## src/rtl/mem_port_arbiter.sv

```systemverilog
// Shares one MMU-style data port among NUM_CH requesters. Grants are
// round-robin or fixed-priority, faults are reported per channel, and a
// watchdog aborts accesses that stay in wait too long.
module mem_port_arbiter #(
  parameter int unsigned NUM_CH   = 2,
  parameter int unsigned ADDR_W   = 32,
  parameter int unsigned DATA_W   = 32,
  parameter int unsigned MODE     = 0,
  parameter int unsigned MAX_WAIT = 255
) (
  input  logic                     clk,
  input  logic                     rst_n,
  input  logic [NUM_CH-1:0]        req,
  input  logic [NUM_CH-1:0]        we,
  input  logic [NUM_CH*ADDR_W-1:0] addr,
  input  logic [NUM_CH*DATA_W-1:0] wdata,
  output logic [NUM_CH-1:0]        ack,
  output logic [NUM_CH-1:0]        fault,
  output logic [DATA_W-1:0]        rdata,
  output logic                     busy,
  output logic [ADDR_W-1:0]        mem_addr,
  output logic [DATA_W-1:0]        mem_wdata,
  output logic                     mem_rd,
  output logic                     mem_wd,
  input  logic [DATA_W-1:0]        mem_rdata,
  input  logic                     mem_wait,
  input  logic                     mem_segv
);

  localparam int unsigned CH_W  = (NUM_CH > 1) ? $clog2(NUM_CH) : 1;
  localparam int unsigned CNT_W = (MAX_WAIT > 0) ? $clog2(MAX_WAIT + 1) : 1;
  localparam logic [CNT_W-1:0] CNT_LIMIT = CNT_W'(MAX_WAIT);
  localparam logic [CH_W-1:0]  LAST_RST  = CH_W'(NUM_CH - 1);

  typedef enum logic [1:0] {S_IDLE, S_BUSY, S_RESP} state_e;

  state_e              state_q, state_d;
  logic [CH_W-1:0]     gnt_q, gnt_d;
  logic [CH_W-1:0]     last_q, last_d;
  logic [CNT_W-1:0]    cnt_q, cnt_d;
  logic [NUM_CH-1:0]   ack_q, ack_d;
  logic [NUM_CH-1:0]   fault_q, fault_d;
  logic [DATA_W-1:0]   rdata_q, rdata_d;
  logic [ADDR_W-1:0]   addr_q, addr_d;
  logic [DATA_W-1:0]   wdata_q, wdata_d;
  logic                rd_q, rd_d;
  logic                wd_q, wd_d;
  logic                busy_q, busy_d;

  logic [CH_W-1:0]     cand_c;
  logic [CH_W-1:0]     gnt_c;
  logic                found_c;
  logic [CNT_W-1:0]    cnt_inc_c;

  // Grant search: lowest index in fixed mode, first set bit after last_q otherwise.
  always_comb begin
    cand_c  = '0;
    gnt_c   = '0;
    found_c = 1'b0;
    for (int unsigned o = 0; o < NUM_CH; o++) begin
      if (MODE != 0) cand_c = CH_W'(o);
      else           cand_c = CH_W'((32'(last_q) + o + 32'd1) % NUM_CH);
      if (!found_c && req[cand_c]) begin
        found_c = 1'b1;
        gnt_c   = cand_c;
      end
    end
  end

  // Next-state and next-output logic for the IDLE/BUSY/RESP sequence.
  always_comb begin
    state_d   = state_q;
    gnt_d     = gnt_q;
    last_d    = last_q;
    cnt_d     = cnt_q;
    ack_d     = '0;
    fault_d   = '0;
    rdata_d   = rdata_q;
    addr_d    = addr_q;
    wdata_d   = wdata_q;
    rd_d      = 1'b0;
    wd_d      = 1'b0;
    busy_d    = 1'b0;
    cnt_inc_c = (cnt_q == '1) ? cnt_q : cnt_q + 1'b1;
    case (state_q)
      S_IDLE: begin
        if (found_c) begin
          state_d = S_BUSY;
          gnt_d   = gnt_c;
          last_d  = gnt_c;
          cnt_d   = '0;
          addr_d  = addr[32'(gnt_c) * ADDR_W +: ADDR_W];
          wdata_d = wdata[32'(gnt_c) * DATA_W +: DATA_W];
          rd_d    = ~we[gnt_c];
          wd_d    = we[gnt_c];
          busy_d  = 1'b1;
        end
      end
      S_BUSY: begin
        busy_d = 1'b1;
        if (!mem_wait) begin
          // Completion wins over a watchdog expiry on the same edge.
          state_d        = S_RESP;
          ack_d[gnt_q]   = 1'b1;
          fault_d[gnt_q] = mem_segv;
          rdata_d        = wd_q ? '0 : mem_rdata;
        end else if ((MAX_WAIT != 0) && (cnt_inc_c == CNT_LIMIT)) begin
          state_d        = S_RESP;
          cnt_d          = cnt_inc_c;
          ack_d[gnt_q]   = 1'b1;
          fault_d[gnt_q] = 1'b1;
          rdata_d        = '0;
        end else begin
          cnt_d = cnt_inc_c;
          rd_d  = rd_q;
          wd_d  = wd_q;
        end
      end
      S_RESP: begin
        state_d = S_IDLE;
      end
      default: begin
        state_d = S_IDLE;
      end
    endcase
  end

  // State and registered outputs; reset drops any in-flight access.
  always_ff @(posedge clk or negedge rst_n) begin
    if (!rst_n) begin
      state_q <= S_IDLE;
      gnt_q   <= '0;
      last_q  <= LAST_RST;
      cnt_q   <= '0;
      ack_q   <= '0;
      fault_q <= '0;
      rdata_q <= '0;
      addr_q  <= '0;
      wdata_q <= '0;
      rd_q    <= 1'b0;
      wd_q    <= 1'b0;
      busy_q  <= 1'b0;
    end else begin
      state_q <= state_d;
      gnt_q   <= gnt_d;
      last_q  <= last_d;
      cnt_q   <= cnt_d;
      ack_q   <= ack_d;
      fault_q <= fault_d;
      rdata_q <= rdata_d;
      addr_q  <= addr_d;
      wdata_q <= wdata_d;
      rd_q    <= rd_d;
      wd_q    <= wd_d;
      busy_q  <= busy_d;
    end
  end

  assign ack       = ack_q;
  assign fault     = fault_q;
  assign rdata     = rdata_q;
  assign busy      = busy_q;
  assign mem_addr  = addr_q;
  assign mem_wdata = wdata_q;
  assign mem_rd    = rd_q;
  assign mem_wd    = wd_q;

endmodule

```

## config.mk

```make
export PLATFORM = sky130hd
export DESIGN_NAME = mem_port_arbiter
export DESIGN_NICKNAME = d
export VERILOG_FILES = /design/src/rtl/mem_port_arbiter.sv
export SDC_FILE = /design/constraint.sdc
export NUM_CORES = 1
export LEC_CHECK = 0
export BUFFER_PORTS_ARGS = -buffer_cell sky130_fd_sc_hd__buf_2
export CORE_ASPECT_RATIO = 1.5
export CORE_UTILIZATION = 45
export CTS_CLUSTER_DIAMETER = 80
export CTS_CLUSTER_SIZE = 20
export DETAILED_ROUTE_END_ITERATION = 8
export GPL_TIMING_DRIVEN = 0
export PLACE_DENSITY = 0.78
export SKIP_LAST_GASP = 1
export SLEW_MARGIN = 15
export SYNTH_ARGS = -nofsm -noshare
export SYNTH_HDL_FRONTEND = slang
export SYNTH_SLANG_ARGS = --single-unit
```

## constraint.sdc

```tcl
create_clock -name clk -period 2.9 [get_ports clk]
set_input_delay 0.58 -clock clk [delete_from_list [all_inputs] [get_ports clk]]
set_output_delay 0.58 -clock clk [all_outputs]
set_load 0.02 [all_outputs]
```

; Word level (Yosys, flattened, before mapping)
; Index checks and enable logic that the tools add are counted.
[totals]
register_bits = 115
latchBits = 0
ram_bits = 0
rom_bits = 0
in_bits = 168
output_inout_bits = 103
n_memories = 0
[classes]
add_sub_neg = 3
n_mul = 0
div = 0
magnitude_cmp = 5
n_eq_ne = 7
shift = 2
n_mux = 36
bitwise_logic = 2
n_reduce_logical = 9
[ops]
columns = op, count
row1 = variable part select 64 x 7 -> 32 bit, 2
row2 = two-way mux 32 bit, 3
row3 = two-way mux 8 bit, 3
row4 = "== test 8 bit, second input constant", 2
row5 = two-way mux 1 bit, 16
row6 = two-way mux 2 bit, 8
row7 = case mux 8 bit (2 select lines), 1
row8 = "adder 8 x 1 -> 8 bit, second input constant", 1
row9 = "< comparator 1 x 2 -> 1 bit, second input constant", 4
row10 = case mux 1 bit (2 select lines), 3
row11 = AND reduction 2 bit, 3
row12 = "inequality test 2 bit, second input constant", 2
row13 = case mux 2 bit (2 select lines), 1
row14 = "inequality test 3 bit, second input constant", 1
row15 = AND reduction 3 bit, 1
row16 = "adder 1 bit, second input constant", 2
row17 = bitwise AND 2 bit, 1
row18 = "== test 2 x 1 -> 1 bit, second input constant", 1
row19 = logical AND 1 bit, 2
row20 = logical NOT 2 bit, 1
row21 = "inequality test 2 x 1 -> 1 bit, second input constant", 1
row22 = nonzero test 2 bit, 1
row23 = demux 1 bit (select 1 bit), 1
row24 = "greater-or-equal comparator 1 bit, second input constant", 1
row25 = 2 further kinds, 2

; Longest topological paths before layout
[logic_depth]
ltp_word = 12
mapped_depth = 8
mapped_depth_nobuf = 6

; Worst setup path before layout
; Ideal clock, no wire load.
[synth_timing]
path_type = reg2reg
from = reg cnt_q[0]
to = reg rdata_q[10] (netlist: rdata[10])
setup_ns = 0.121
t_arrival_ns = 1.909
setup_slack_ns = 0.870
stages_incl_launch_ff = 9
path_buffers = 2
cell_sequence = dfrtp_1 ha_1 buf_6 or3b_1 mux2i_1 o32a_2 a31oi_4 buf_6 a22o_1
[synth_between]
elab_chain_len = 5
elab_cells_between_ends = 6
classes_between = add/sub: 1 / eq/ne: 3 / mux: 1 / reduce/logical: 1
[synth_rtl]
columns = item, line_no
row1 = from (decl), 40  ; logic [CNT_W-1:0] cnt_q, cnt_d;
row2 = from (signal assigned), 147  ; cnt_q <= cnt_d;
row3 = adder 8 x 1 -> 8 bit or == test 8 bit (tied branches), 84  ; cnt_inc_c = (cnt_q == '1) ? cnt_q : cnt_q + 1'b1;
row4 = two-way mux 8 bit (*), 84
row5 = == test 8 bit (*), 107  ; end else if ((MAX_WAIT != 0) && (cnt_inc_c == CNT_LIMIT)) begin
row6 = inequality test 2 x 1 -> 1 bit (no line) (*), --
row7 = AND reduction 2 bit (no line) (*), --
row8 = to (signal assigned), 150  ; rdata_q <= rdata_d;
row9 = to (decl), 43  ; logic [DATA_W-1:0] rdata_q, rdata_d;
; Mark *: on every way between the ends. The rest lies on a longest branch, timed or not.
; A chain may end at the register's enable or synchronous reset.

; Worst setup path after layout
[layout_timing]
from = reg cnt_q[0]
to = reg rdata_q[12] (netlist: rdata[12])
; The elaborated chain is that of the path after synthesis.

==> results.md <==
- Outcome: completed
- Full die area: 11700 sq um
- Hold WC Path Type: primary input to asynchronous set/reset pin
- # IOs: 271
- Worst-Margin Slew: 0.745 ns
- Hold_buf cts: 0
- Syn_area_per_cell: 11.1 sq um
- Layout area overhead: 42.6%
- Slew margin rel.: 0.504
- Worst EP required: approximately 3.2 ns
- Yosys warning count: 0
- Clk root buf: clkbuf_16
- PnR worst setup slack: 0.572 ns
- GRT Max-Usage Layer: met2
- 1st-pass router iterations: 4
- Post-layout nets: between 900 and 1000
- Clk slew on worst S/H paths: approximately 0.060 ns
- Fmax: 0.430 GHz
- Max incr delay on CP: 0.42 ns
- Final min period: 2.33 ns
- Initial antenna violation count: 1
- Worst-Skew Late Latency: 0.41 ns
- #FFs+latches synth: 115
- Post-DR wirelength/cell: 16.0 um
- # clock sinks: approximately 120
- CTS buffer count: 17
- Vias: 4657
- Unrepaired setup endpoints after global routing: no
- Final hold slack: about 0.065 ns
- Cell mode on critical path: buf_6
- Max cap viols: 0
- CTS max path bufs: 2
- First-pass GRT wire length: 22900 um
- Residual DRC: 0
- Synth unique cells: 44
- Chip Height: around 130 um
- Commonest non-fill, non-tap cell in the layout: buf_2
- Initial core utilization: 0.462
- Post-Place Setup Slack: 0.502 ns
- Share of layout cells above drive strength 1: 0.433
- Detailed-route wire length: between 10000 and 15000 um
- GRT overflow: 0
- Routed Antenna Nets: 0
- Overall power: 7.97 mW
- DP HPWL: 10900 um
- CTS tree: built
- Pleak: ~3.7 nW
- Synthesized Nets: 626
- Reg2reg start: cnt_q[0]
- CTS H-tree lvls: 4
- Arr. time, crit path: 2.61 ns
- Slew Viols, Final: 0
- CP max-delay cell: dfrtp_1
- Clk_skew: 0.0108 ns
- Critical path peak fanout: 10
- Largest net degree at the start of global routing: just under 80
- Critical path depth: 8
- Most frequent cells in the layout: 274 x buf_2, 114 x dfrtp_1, 71 x nand2_1, 71 x o21ai_0, 68 x mux2i_1
- Period utilization: 0.803
- Crit-path cells: ha_1 -> buf_6 -> or3b_1 -> mux2i_1 -> o32a_2 -> a31oi_4 -> buf_6 -> a22o_1
- Worst setup path startpoint: cnt_q[0]
- Cells after synthesis: 457
- M2 GR Usage: 0.452
- CP delay by family, top: compound AO/OA/AOI/OAI gates
- CP Buf/Inv Count: 2
- Seq/Total Area, Yosys: 0.566
- Total core area: 11000 sq um
- Met3 Track Usage GR: 0.0739
- Crit. End Element: register
- Placement row count: 47
- Placer Congestion: 0.912
- Die W: 88.8 um
- Total setup buffers inserted after CTS: 0
- Placed instance area: 6650 sq um
- Vias per cell: 5.13
- Synthesized area: about 5100 sq um
- Final setup viols: 0
- Critical path type: register to register
- Fill count: 915
- Reg2reg path depth: 8
- Design area: slightly above 7000 sq um
- Post-cts gate resize count: 0
- Startpoint Class: register
- Initial drt markers: 237
- Number of global-route vias before repair: 4828
- Peak supply drop: 0.000608 V
- Hold Fails Final Rpt: 0
- Port Buffers: 270
- M1 GR Usage: 0.278
- GRT Util Overall: 0.258
- Power per cell area: 1100 nW/um^2
[cells in the mapped netlist (all sizes together)]
master	number	share of area
nor2	14	0.010
and3b	1	0.0017
a22o	33	0.058
o32a	1	0.0022
o211a	1	0.0020
nand3	7	0.0094
mux2	1	0.0022
nand2b	3	0.0037
and3	1	0.0012
a311oi	2	0.0034
o22ai	1	0.0012
nand4	1	0.0012
nor4	1	0.0012
o211ai	1	0.0015
mux2i	68	0.13
nor3	7	0.0069
a21oi	4	0.0039
or3b	1	0.0017
ha	1	0.0025
and2	1	0.0015
a31o	1	0.0017
inv	3	0.0022
buf	14	0.021
dfstp	1	0.0052
clkbuf	19	0.014
a31oi	2	0.0054
o21ai	72	0.071
nor2b	1	0.0012
o41ai	2	0.0034
nand2	72	0.054
nand3b	2	0.0030
a41oi	1	0.0017
and4bb	1	0.0025
o21a	1	0.0015
a21boi	1	0.0015
dfrtp	114	0.56
[final timing paths]
kind | endpoint | slack [ns]
worst max-delay path | rdata[12] | 0.57
worst min-delay path | mem_addr[13] | 0.06
worst max register to register | rdata[12] | 0.57
worst min register to register | mem_addr[3] | 0.47
max in group asynchronous | mem_wdata[17] | 2.15
min in group clk | rdata[21] | 0.39
[sequential cells by signal, summed over array words and instances (netlist names)]
name       count
state_q        2
rdata         32
mem_wd         1
last_q         1
fault          2
busy           1
mem_addr      32
ack            2
mem_rd         1
cnt_q          8
gnt_q          1
mem_wdata     32
[cell families (layout without fill, tap and decap cells)]
family / after synthesis / after routing / share of synthesized area
buffers and inverters: 36 / 339 / 0.0374
adders and majority gates: 1 / 1 / 0.00246
AOI/OAI and AO/OA: 123 / 123 / 0.159
other: 0 / 1 / 0
DFF: 115 / 115 / 0.566
and+or+nand+nor: 113 / 113 / 0.0992
muxes: 69 / 69 / 0.136
[final cells by class]
type,count,area (sq um),area share
flip-flops and latches,115,2880,0.397
multi-input cells,306,2010,0.278
repair buffers,271,1390,0.191
clock buffers,18,439,0.0606
well taps,147,184,0.0254
plain buffers,33,179,0.0247
clock inverters,14,154,0.0212
inverters,3,11.3,0.00155
diodes,1,2.50,0.000345
[layer usage]
| layer | up-vias | share of wire |
|---|---|---|
| li1 | 2216 | - |
| met5 | - | 0 |
| met3 | 33 | 0.072 |
| met2 | 218 | 0.53 |
| met4 | 0 | 0.027 |
| met1 | 2190 | 0.37 |
[metrics by stage]
step / TNS, ns / std cells / util
floorplan: 0 / 457 / -
global placement: -5.96 / 874 / 0.602
detailed placement: 0 / 875 / 0.605
CTS: 0 / 907 / 0.659
global route: 0 / 908 / 0.659
finish: 0 / 908 / 0.659
[power by group]
group	leakage, nW	total (mW)	switching, mW	internal, mW
logic	2.02	3.21	2.07	1.14
clock network	0.283	2.06	0.761	1.29
registers	1.44	2.70	0.387	2.31
total	3.75	7.97	3.22	4.75
No activity file was read; power rests on OpenSTA's default activity.
